## src/rtl/tow_referee_if.sv

```systemverilog
// Signal bundle between the tug-of-war referee and its surroundings:
// raw key levels and playfield win flags in, press pulses, serve
// control, scores and match result out.
interface tow_referee_if;
    // key and playfield side
    logic       left_raw;
    logic       right_raw;
    logic       left_win;
    logic       right_win;

    // referee results
    logic       left_press;
    logic       right_press;
    logic       field_reset;
    logic [2:0] left_score;
    logic [2:0] right_score;
    logic       match_over;
    logic [1:0] winner;

    // drives keys and win flags, observes the referee
    modport master (
        output left_raw, right_raw, left_win, right_win,
        input  left_press, right_press, field_reset,
        input  left_score, right_score, match_over, winner
    );

    // the referee itself
    modport slave (
        input  left_raw, right_raw, left_win, right_win,
        output left_press, right_press, field_reset,
        output left_score, right_score, match_over, winner
    );
endinterface

```

## src/rtl/tow_referee.sv

```systemverilog
// Tug-of-war match controller: edge-detects and arbitrates key presses,
// gates them by game phase, keeps round scores, pauses and re-serves the
// playfield between rounds and declares the first player to WIN_SCORE.
module tow_referee #(
    parameter int WIN_SCORE   = 3,  // 1..7
    parameter int HOLD_CYCLES = 4   // 1..255
) (
    input  logic          clk,
    input  logic          reset,
    tow_referee_if.slave  bus
);

    typedef enum logic [1:0] {
        SERVE = 2'd0,
        PLAY  = 2'd1,
        HOLD  = 2'd2,
        DONE  = 2'd3
    } state_t;

    localparam logic [2:0] WIN_LIMIT  = 3'(WIN_SCORE);
    localparam logic [7:0] HOLD_LAST  = 8'(HOLD_CYCLES - 1);
    localparam logic [1:0] WINNER_NONE  = 2'b00;
    localparam logic [1:0] WINNER_LEFT  = 2'b10;
    localparam logic [1:0] WINNER_RIGHT = 2'b01;

    // registered state
    state_t     state;
    logic       left_prev;
    logic       right_prev;
    logic [7:0] hold_cnt;
    logic       left_press_q;
    logic       right_press_q;
    logic       field_reset_q;
    logic [2:0] left_score_q;
    logic [2:0] right_score_q;
    logic       match_over_q;
    logic [1:0] winner_q;

    // next-state values
    state_t     state_nx;
    logic [7:0] hold_cnt_nx;
    logic       left_press_nx;
    logic       right_press_nx;
    logic [2:0] left_score_nx;
    logic [2:0] right_score_nx;
    logic       match_over_nx;
    logic [1:0] winner_nx;

    // press arbitration
    logic       left_rise;
    logic       right_rise;
    logic       left_fwd;
    logic       right_fwd;
    logic [2:0] left_inc;
    logic [2:0] right_inc;

    // Rising edges against the previous sample; a simultaneous pair is a tie and both are dropped.
    always_comb begin
        left_rise  = bus.left_raw  & ~left_prev;
        right_rise = bus.right_raw & ~right_prev;
        left_fwd   = left_rise  & ~right_rise;
        right_fwd  = right_rise & ~left_rise;
        left_inc   = left_score_q  + 3'd1;
        right_inc  = right_score_q + 3'd1;
    end

    // Phase sequencing, scoring and press gating.
    always_comb begin
        // NOTE: every output of this block gets a default first so no path leaves a value unassigned and infers a latch.
        state_nx       = state;
        hold_cnt_nx    = hold_cnt;
        left_press_nx  = 1'b0;
        right_press_nx = 1'b0;
        left_score_nx  = left_score_q;
        right_score_nx = right_score_q;
        match_over_nx  = match_over_q;
        winner_nx      = winner_q;

        case (state)
            SERVE: begin
                state_nx = PLAY;
            end

            PLAY: begin
                if (bus.left_win || bus.right_win) begin
                    // a win ends the round; any press edge this cycle is dropped
                    hold_cnt_nx = 8'd0;
                    state_nx    = HOLD;
                    if (bus.left_win && !bus.right_win) begin
                        left_score_nx = left_inc;
                        if (left_inc == WIN_LIMIT) begin
                            state_nx      = DONE;
                            match_over_nx = 1'b1;
                            winner_nx     = WINNER_LEFT;
                        end
                    end else if (bus.right_win && !bus.left_win) begin
                        right_score_nx = right_inc;
                        if (right_inc == WIN_LIMIT) begin
                            state_nx      = DONE;
                            match_over_nx = 1'b1;
                            winner_nx     = WINNER_RIGHT;
                        end
                    end
                    // both wins together: scores untouched, round replayed
                end else begin
                    left_press_nx  = left_fwd;
                    right_press_nx = right_fwd;
                end
            end

            HOLD: begin
                if (hold_cnt == HOLD_LAST) begin
                    state_nx = SERVE;
                end else begin
                    hold_cnt_nx = hold_cnt + 8'd1;
                end
            end

            DONE: begin
                state_nx = DONE;
            end

            default: begin
                state_nx = SERVE;
            end
        endcase
    end

    // State and output registers; reset outranks every other event.
    always_ff @(posedge clk) begin
        if (reset) begin
            // NOTE: sequential state uses non-blocking assignments so every register samples pre-edge values.
            state         <= SERVE;
            left_prev     <= 1'b1;
            right_prev    <= 1'b1;
            hold_cnt      <= 8'd0;
            left_press_q  <= 1'b0;
            right_press_q <= 1'b0;
            field_reset_q <= 1'b1;
            left_score_q  <= 3'd0;
            right_score_q <= 3'd0;
            match_over_q  <= 1'b0;
            winner_q      <= WINNER_NONE;
        end else begin
            state         <= state_nx;
            left_prev     <= bus.left_raw;
            right_prev    <= bus.right_raw;
            hold_cnt      <= hold_cnt_nx;
            left_press_q  <= left_press_nx;
            right_press_q <= right_press_nx;
            field_reset_q <= (state_nx == SERVE);
            left_score_q  <= left_score_nx;
            right_score_q <= right_score_nx;
            match_over_q  <= match_over_nx;
            winner_q      <= winner_nx;
        end
    end

    assign bus.left_press  = left_press_q;
    assign bus.right_press = right_press_q;
    assign bus.field_reset = field_reset_q;
    assign bus.left_score  = left_score_q;
    assign bus.right_score = right_score_q;
    assign bus.match_over  = match_over_q;
    assign bus.winner      = winner_q;

endmodule
```

## src/flat_wrapper.sv

```systemverilog
// flat-port wrapper written by rule: the top's interface ports become plain ports
module tow_referee_flat 
#(
    parameter int WIN_SCORE   = 3,         
    parameter int HOLD_CYCLES = 4            
)
  (clk, reset, bus_left_raw, bus_right_raw, bus_left_win, bus_right_win, bus_left_press, bus_right_press, bus_field_reset, bus_left_score, bus_right_score, bus_match_over, bus_winner);
  tow_referee_if bus_i ();
  input  logic clk;
  input  logic reset;
  input wire logic [$bits(bus_i.left_raw)-1:0] bus_left_raw;
  input wire logic [$bits(bus_i.right_raw)-1:0] bus_right_raw;
  input wire logic [$bits(bus_i.left_win)-1:0] bus_left_win;
  input wire logic [$bits(bus_i.right_win)-1:0] bus_right_win;
  output wire logic [$bits(bus_i.left_press)-1:0] bus_left_press;
  output wire logic [$bits(bus_i.right_press)-1:0] bus_right_press;
  output wire logic [$bits(bus_i.field_reset)-1:0] bus_field_reset;
  output wire logic [$bits(bus_i.left_score)-1:0] bus_left_score;
  output wire logic [$bits(bus_i.right_score)-1:0] bus_right_score;
  output wire logic [$bits(bus_i.match_over)-1:0] bus_match_over;
  output wire logic [$bits(bus_i.winner)-1:0] bus_winner;
  assign bus_i.left_raw = bus_left_raw;
  assign bus_i.right_raw = bus_right_raw;
  assign bus_i.left_win = bus_left_win;
  assign bus_i.right_win = bus_right_win;
  assign bus_left_press = bus_i.left_press;
  assign bus_right_press = bus_i.right_press;
  assign bus_field_reset = bus_i.field_reset;
  assign bus_left_score = bus_i.left_score;
  assign bus_right_score = bus_i.right_score;
  assign bus_match_over = bus_i.match_over;
  assign bus_winner = bus_i.winner;
  tow_referee #(.WIN_SCORE(WIN_SCORE), .HOLD_CYCLES(HOLD_CYCLES)) u_core (.clk(clk), .reset(reset), .bus(bus_i));
endmodule
```

## config.mk

```make
export PLATFORM = sky130hd
export DESIGN_NAME = tow_referee_flat
export DESIGN_NICKNAME = d
export VERILOG_FILES = /design/src/rtl/tow_referee_if.sv /design/src/rtl/tow_referee.sv /design/src/flat_wrapper.sv
export SDC_FILE = /design/constraint.sdc
export NUM_CORES = 1
export LEC_CHECK = 0
export ABC_AREA = 1
export BUFFER_PORTS_ARGS = -buffer_cell sky130_fd_sc_hd__buf_4
export CORE_ASPECT_RATIO = 0.6
export CORE_UTILIZATION = 50
export CTS_CLUSTER_DIAMETER = 200
export CTS_CLUSTER_SIZE = 30
export DETAILED_ROUTE_END_ITERATION = 10
export PLACE_DENSITY_LB_ADDON = 0.1
export SYNTH_ARGS = -nofsm -noshare
export SYNTH_HDL_FRONTEND = slang
export SYNTH_SLANG_ARGS = --single-unit
```

## constraint.sdc

```tcl
create_clock -name clk -period 1.28 [get_ports clk]
set_input_delay 0.128 -clock clk [delete_from_list [all_inputs] [get_ports clk]]
set_output_delay 0.128 -clock clk [all_outputs]
set_load 0.01 [all_outputs]
```

==> run summary, run 1 <==
status = finished with violations
failing checks = negative setup slack
Mapped Avg Cell Area = 7.26 um2
RSZ-0062 raised after global routing = yes
share of cells above drive strength 1 = 0.498
Initial Util = 0.547
CP Data Arrival Time = 1670 ps
Slew headroom = 0.766
Comb power frac = 0.260
Int Pwr = 0.00142 W
largest area contributor in the netlist = dfxtp_1
CP endpoint kind = register
pins over their slew limit = 0
DRC viols = 0
detailed placement HPWL = 2.39 mm
clock latency on the worst-skew pair = 280 ps
GRT Util Overall = 0.277
Post-synth ARST share = 0
met3 usage = 0.0824
NumNets Final = 230
via count = 1,339
setup ws final = -220 ps
first-pass GRT wire length = 5.20 mm
Hold Path Class = primary input to register
Synth Area in XOR/XNOR = 0.0285
vias per cell = 5.51
WL/cell = 16.9 um
P per Cell Area = 1050 nW/um2
Netlist Area Pre-Place = 1230 um2
Die X-Extent = 66.0 um
Iter 0 DRT Violations = 117
RD Place Congestion = 0.746
multiplexer share of the synthesized area = 0
initial antenna violation count = 0
Synth Flop Type = dfxtp_1
cell area after placement = 1560 um2
Synth Area in Simple Gates = 0.276
number of diodes = 0
ranking of synthesized cells by area = dfxtp_1 39%, nand2_1 11%, ha_1 10%
worst-margin pin slew = 350 ps
Required @ worst endpoint = 1450 ps
area of the die = 2660 um2
Max-cap violations = 0
Net Switching = 0.000604 W
Sequential Power Share = 0.402
Final period util = 1.17
Critical Path Fanout Max = 5
clock period minus worst slack = 1500 ps
Synth Net Count = 185
YS warnings = 0
H-Tree Level Count = 1
largest family of logic cells by synthesized area = simple AND/OR/NAND/NOR gates
cts hold-fix bufs = 0
Clock transition at path regs = 90 ps
Startpoint Class = register
number of enable flip-flop cells after synthesis = 0
Sw Ratio = 0.298
Cell Rows = 13
Clock Skews = 8.31 ps
CTS sink count = 24
register area share after synthesis = 0.391
gr busiest metal = met2
CTS tree = yes
Final Power = 0.00203 W
port bufs = 17
Synth top cells by count = 35 x nand2_1, 24 x dfxtp_1, 24 x nor2_1, 21 x inv_1, 18 x a21oi_1
Hold Fails Final Rpt = 0
Yosys top cell area share = 0.391
Vert. Die Dim = 40.4 um
peak supply drop = 1140 uV
CTS root buffer = clkbuf_8
met2 Usage GRT = 0.467
f_max = 667 MHz
Post-DRT Antenna Nets = 0
routed wire length = 4.11 mm
CP Class = register to register
# IOs = 18
largest net degree at the start of global routing = 15
Pleak = 0.783 nW
setup TNS = -1670 ps
post-layout instance area = 1930 um2
distinct cell type count after synthesis = 21
vias in the first global route = 1,076
complex-gate fraction of the synthesized area = 0.127
GR Util met1 = 0.348
Syn Inst Count = 169
Core Box Area = 2240 um2
Area Growth Syn to Fin = 57.5%
# setup viols final = 13
most frequent cell after synthesis = nand2_1
CTS Buf Count = 3
Clock Tree Buf Depth = 2
clock group share of total power = 0.338
1st-pass router iterations = 4
post-synthesis adder-cell area fraction = 0.102
GRT overflow = 0
FF+latch count, synth = 24
-- cells by family (layout without fill, tap and decap cells) --
logic type | after synthesis | after routing
AOI/OAI and AO/OA | 28 | 28
buffers and inverters | 24 | 67
DFF | 24 | 24
xor gates and xnor gates | 4 | 4
adders and majority gates | 10 | 10
and+or+nand+nor | 79 | 80
-- stage by stage --
step	cells	utilization	setup WS, ps	hold slack [ps]
after CTS	237	0.746	-148	42.3
after detailed placement	233	0.696	-159	334
after global placement	233	0.696	-111	318
after floorplan	169	-	-43.6	232
after global routing	243	0.861	-271	54.0
final	243	0.861	-220	40.1
-- layout make-up --
cell class                 instances  area (um2)
clock inverter                     1        30.0
sequential                        24         493
fill                             108         312
timing repair buffer              41         323
multi-input combinational        122         916
clock buffer                       3        41.3
tap                               30        37.5
inverter                          22        92.6
-- path summary, 6_finish.rpt --
kind / cells past startpoint / to / slack [ps] / startpoint
max: 8 / u_core.hold_cnt[6] / -220 / u_core.state[0]
min: 3 / u_core.right_prev / 40 / bus_right_raw
max reg2reg: 8 / u_core.hold_cnt[6] / -220 / u_core.state[0]
min reg2reg: 1 / u_core.bus.left_press / 440 / u_core.left_prev
-- what timing repair did --
| item | in CTS | in global routing |
|---|---|---|
| buffers inserted | 0 | 5 |
| pin swaps | 2 | 21 |
| gates resized for setup | 13 | 60 |
| cloned | 0 | 1 |
| endpoints found under the setup margin | 20 | 22 |
-- cell usage in the layout (no fill, tap or decap), drive strengths merged --
cell type / netlist / routed
nand3: 12 / 12
nor2: 25 / 25
or2: 1 / 1
o21bai: 1 / 1
ha: 10 / 10
dfxtp: 24 / 24
xnor2: 3 / 3
nor3: 2 / 2
buf: 1 / 41
clkbuf: 1 / 3
a21oi: 18 / 18
xor2: 1 / 1
nor4: 1 / 1
o21ai: 8 / 8
inv: 22 / 22
nand2: 38 / 39
a21boi: 1 / 1
bufinv: 0 / 1
-- worst max-delay path, stage by stage (launching register included) --
cell and delay (ps):
dfxtp_4 360, buf_4 140, ha_4 180, a21boi_4 220, nand2_4 140, nand2_8 120
nand3_2 80, nand2_1 100, nor2_1 50
-- state kept, by name (all words and copies together), names as in the netlist --
name	flops
u_core.right_prev	1
u_core.state	2
u_core.bus.match_over	1
u_core.hold_cnt	8
u_core.bus.field_reset	1
u_core.bus.left_score	3
u_core.bus.right_press	1
u_core.bus.winner	2
u_core.bus.left_press	1
u_core.left_prev	1
u_core.bus.right_score	3
-- per-layer routing --
layer,wire [um],up-vias
li1,-,631
met1,1680,617
met2,1890,73
met3,399,18
met4,142,0
met5,0,-
-- power groups by stage --
stage	registers [W]	clock network, W	logic [W]
floorplan	0.000828	0	0.000188
global placement	0.000817	0	0.000335
detailed placement	0.000819	0	0.000350
CTS	0.000804	0.000693	0.000372
global route	0.000819	0.000710	0.000560
finish	0.000814	0.000686	0.000527
No activity file was read; power rests on OpenSTA's default activity.
==> inputs of run 2 (changes only) <==
ABC_AREA = 0   (was 1)
CORE_UTILIZATION = 49   (was 50)
==> run 2 against run 1 <==
Compared with the run above:
- the run still ends with negative setup slack left
- core utilization fell by 4.4 points
- global-route usage decreased by 3.1 points
- first-iteration DRC count is 60% lower
- flip-flop and latch count is the same
- wire length fell by 22%
- register-to-register slack got worse by 40 ps
- die area fell by 1.7%
- cell count is 18% lower
- critical path type unchanged
- largest cell class unchanged
- largest power group unchanged
==> run summary, run 2 <==
status = finished with violations
failing checks = negative setup slack
vias per cell = 5.47
pins over their slew limit = 0
CTS tree = yes
cts hold-fix bufs = 0
Mapped Avg Cell Area = 9.30 um2
f_max = 647 MHz
Initial Util = 0.534
post-synthesis adder-cell area fraction = 0.106
FF-to-FF path depth = 5
multiplexer share of the synthesized area = 0
largest family of logic cells by synthesized area = simple AND/OR/NAND/NOR gates
Final period util = 1.21
WL/cell = 16.1 um
ranking of synthesized cells by area = dfxtp_1 41%, ha_1 11%, xor2_1 5.2%
R2R setup slack = -260 ps
H-Tree Level Count = 1
CP endpoint kind = register
# IOs = 18
detailed placement HPWL = 1.95 mm
via count = 1,089
Synth Net Count = 143
R2R Path Start = u_core.bus.left_score[0]
Critical Path End = u_core.bus.winner[0]
Required @ worst endpoint = 1440 ps
YS warnings = 0
Largest Register = u_core.hold_cnt
area of the die = 2620 um2
GRT Util Overall = 0.246
Syn Inst Count = 127
Critical path origin = u_core.bus.left_score[0]
register area share after synthesis = 0.407
Yosys top cell area share = 0.407
routed wire length = 3.21 mm
Die X-Extent = 65.4 um
CTS root buffer = clkbuf_8
Synth top cells by count = 24 x dfxtp_1, 13 x nor2_1, 10 x ha_1, 7 x nand2_1, 7 x xor2_1
R2R Path End = u_core.bus.winner[0]
GRT overflow = 0
Clock Tree Buf Depth = 2
commonest non-fill, non-tap cell in the layout = buf_4
clock period minus worst slack = 1540 ps
largest net degree at the start of global routing = 20
Synth Area in XOR/XNOR = 0.0667
Post-DRT Antenna Nets = 0
peak supply drop = 994 uV
Slew headroom = 0.792
Vert. Die Dim = 40.0 um
Critical Path Fanout Max = 3
distinct cell type count after synthesis = 38
post-layout instance area = 1810 um2
Startpoint Class = register
number of diodes = 0
port bufs = 17
CTS sink count = 24
Final Power = 0.00170 W
initial antenna violation count = 0
1st-pass router iterations = 4
complex-gate fraction of the synthesized area = 0.144
CP Class = register to register
CTS Buf Count = 3
cell area after placement = 1510 um2
largest area contributor in the netlist = dfxtp_1
Hold Fails Final Rpt = 0
P per Cell Area = 940 nW/um2
Core Box Area = 2210 um2
number of enable flip-flop cells after synthesis = 0
most frequent cell after synthesis = dfxtp_1
Area Growth Syn to Fin = 53.0%
NumNets Final = 186
Hold Path Class = primary input to register
Cell Rows = 13
FF+latch count, synth = 24
Netlist Area Pre-Place = 1180 um2
setup ws final = -264 ps
Clock transition at path regs = 90 ps
worst-margin pin slew = 311 ps
DRC viols = 0
max reg flops = 8
RD Place Congestion = 0.804
Pleak = 0.738 nW
Synth Area in Simple Gates = 0.242
share of cells above drive strength 1 = 0.568
Synth Flop Type = dfxtp_1
vias in the first global route = 1,010
RSZ-0062 raised after global routing = yes
CP Data Arrival Time = 1700 ps
Post-synth ARST share = 0
Clock Skews = 4.81 ps
# setup viols final = 18
first-pass GRT wire length = 4.55 mm
most frequent cells in the layout = 39 x buf_4, 17 x dfxtp_1, 9 x nor2_1, 6 x nand2_1, 6 x dfxtp_2
clock latency on the worst-skew pair = 270 ps
Iter 0 DRT Violations = 47
Max-cap violations = 0
## run 2: cell count changes in the layout (fill, tap and decap cells not counted), moves of 5 or more
| cell | previous run | this run |
|---|---|---|
| nand2_4 | 5 | 0 |
| nor2_1 | 19 | 9 |
| inv_1 | 15 | 5 |
| a21oi_1 | 12 | 3 |
| nand2_2 | 7 | 1 |
| nand2_1 | 26 | 6 |
## run 2: worst max-delay path, stage by stage, from the launching register on
cell and delay, ps:
dfxtp_4 370, ha_4 170, xor2_2 140, o32ai_2 270, nand4b_1 230, and3b_1 250
## run 2: repair_timing
| item | CTS | global route |
|---|---|---|
| setup buffers | 4 | 3 |
| endpoints found under the setup margin | 18 | 20 |
| resized for setup | 21 | 21 |
| pin swaps | 10 | 6 |
## run 2: logic make-up (layout without fill, tap and decap cells)
| family | after synthesis | count (layout) |
|---|---|---|
| flops | 24 | 24 |
| xor+xnor | 9 | 9 |
| simple gates | 52 | 52 |
| compound gates | 23 | 23 |
| buf+inv | 9 | 51 |
| fa+ha+maj | 10 | 10 |
## run 2: how the worst min path moves through the flow
stage / startpoint / endpoint / slack (ps) / cells past startpoint
3_3_place_gp: bus_right_raw / u_core.right_prev / 320 / 2
6_report: bus_left_raw / u_core.left_prev / 60 / 2
4_1_cts: bus_left_raw / u_core.left_prev / 50 / 2
3_5_place_dp: bus_left_raw / u_core.left_prev / 330 / 2
5_1_grt: bus_left_raw / u_core.left_prev / 50 / 2
2_1_floorplan: bus_left_raw / u_core.left_prev / 230 / 1
## run 2: final cells by class
type,count,area (um2)
clock buffers,4,66.3
fillers,129,405
inverters,6,22.5
multi-input cells,94,873
flip-flops and latches,24,492
well taps,30,37.5
repair buffers,41,315
## run 2: through the flow
| step | setup WS (ps) | cells | TNS, ps | util | hold WS (ps) |
|---|---|---|---|---|---|
| 6_report | -264 | 199 | -2990 | 0.817 | 55.6 |
| 5_1_grt | -307 | 199 | -3850 | 0.817 | 50.5 |
| 4_1_cts | -204 | 197 | -2140 | 0.766 | 52.5 |
| 3_5_place_dp | -299 | 190 | -3160 | 0.683 | 330 |
| 3_3_place_gp | -253 | 190 | -2500 | 0.683 | 320 |
| 2_1_floorplan | -262 | 127 | -2210 | - | 232 |
## run 2: report_power, final
| part | switching [W] | internal (W) | leakage, nW |
|---|---|---|---|
| combinational | 0.000160 | 0.000158 | 0.506 |
| sequential | 0.0000207 | 0.000773 | 0.198 |
| clock | 0.000247 | 0.000340 | 0.0339 |
## run 2: per-layer routing
metal  track usage  vias to the layer above  wire length, um
met4        0.0815                        0               26
li1              -                      524                -
met1         0.304                      535             1490
met2         0.423                       26             1570
met5             0                        -                0
met3        0.0739                        4              127
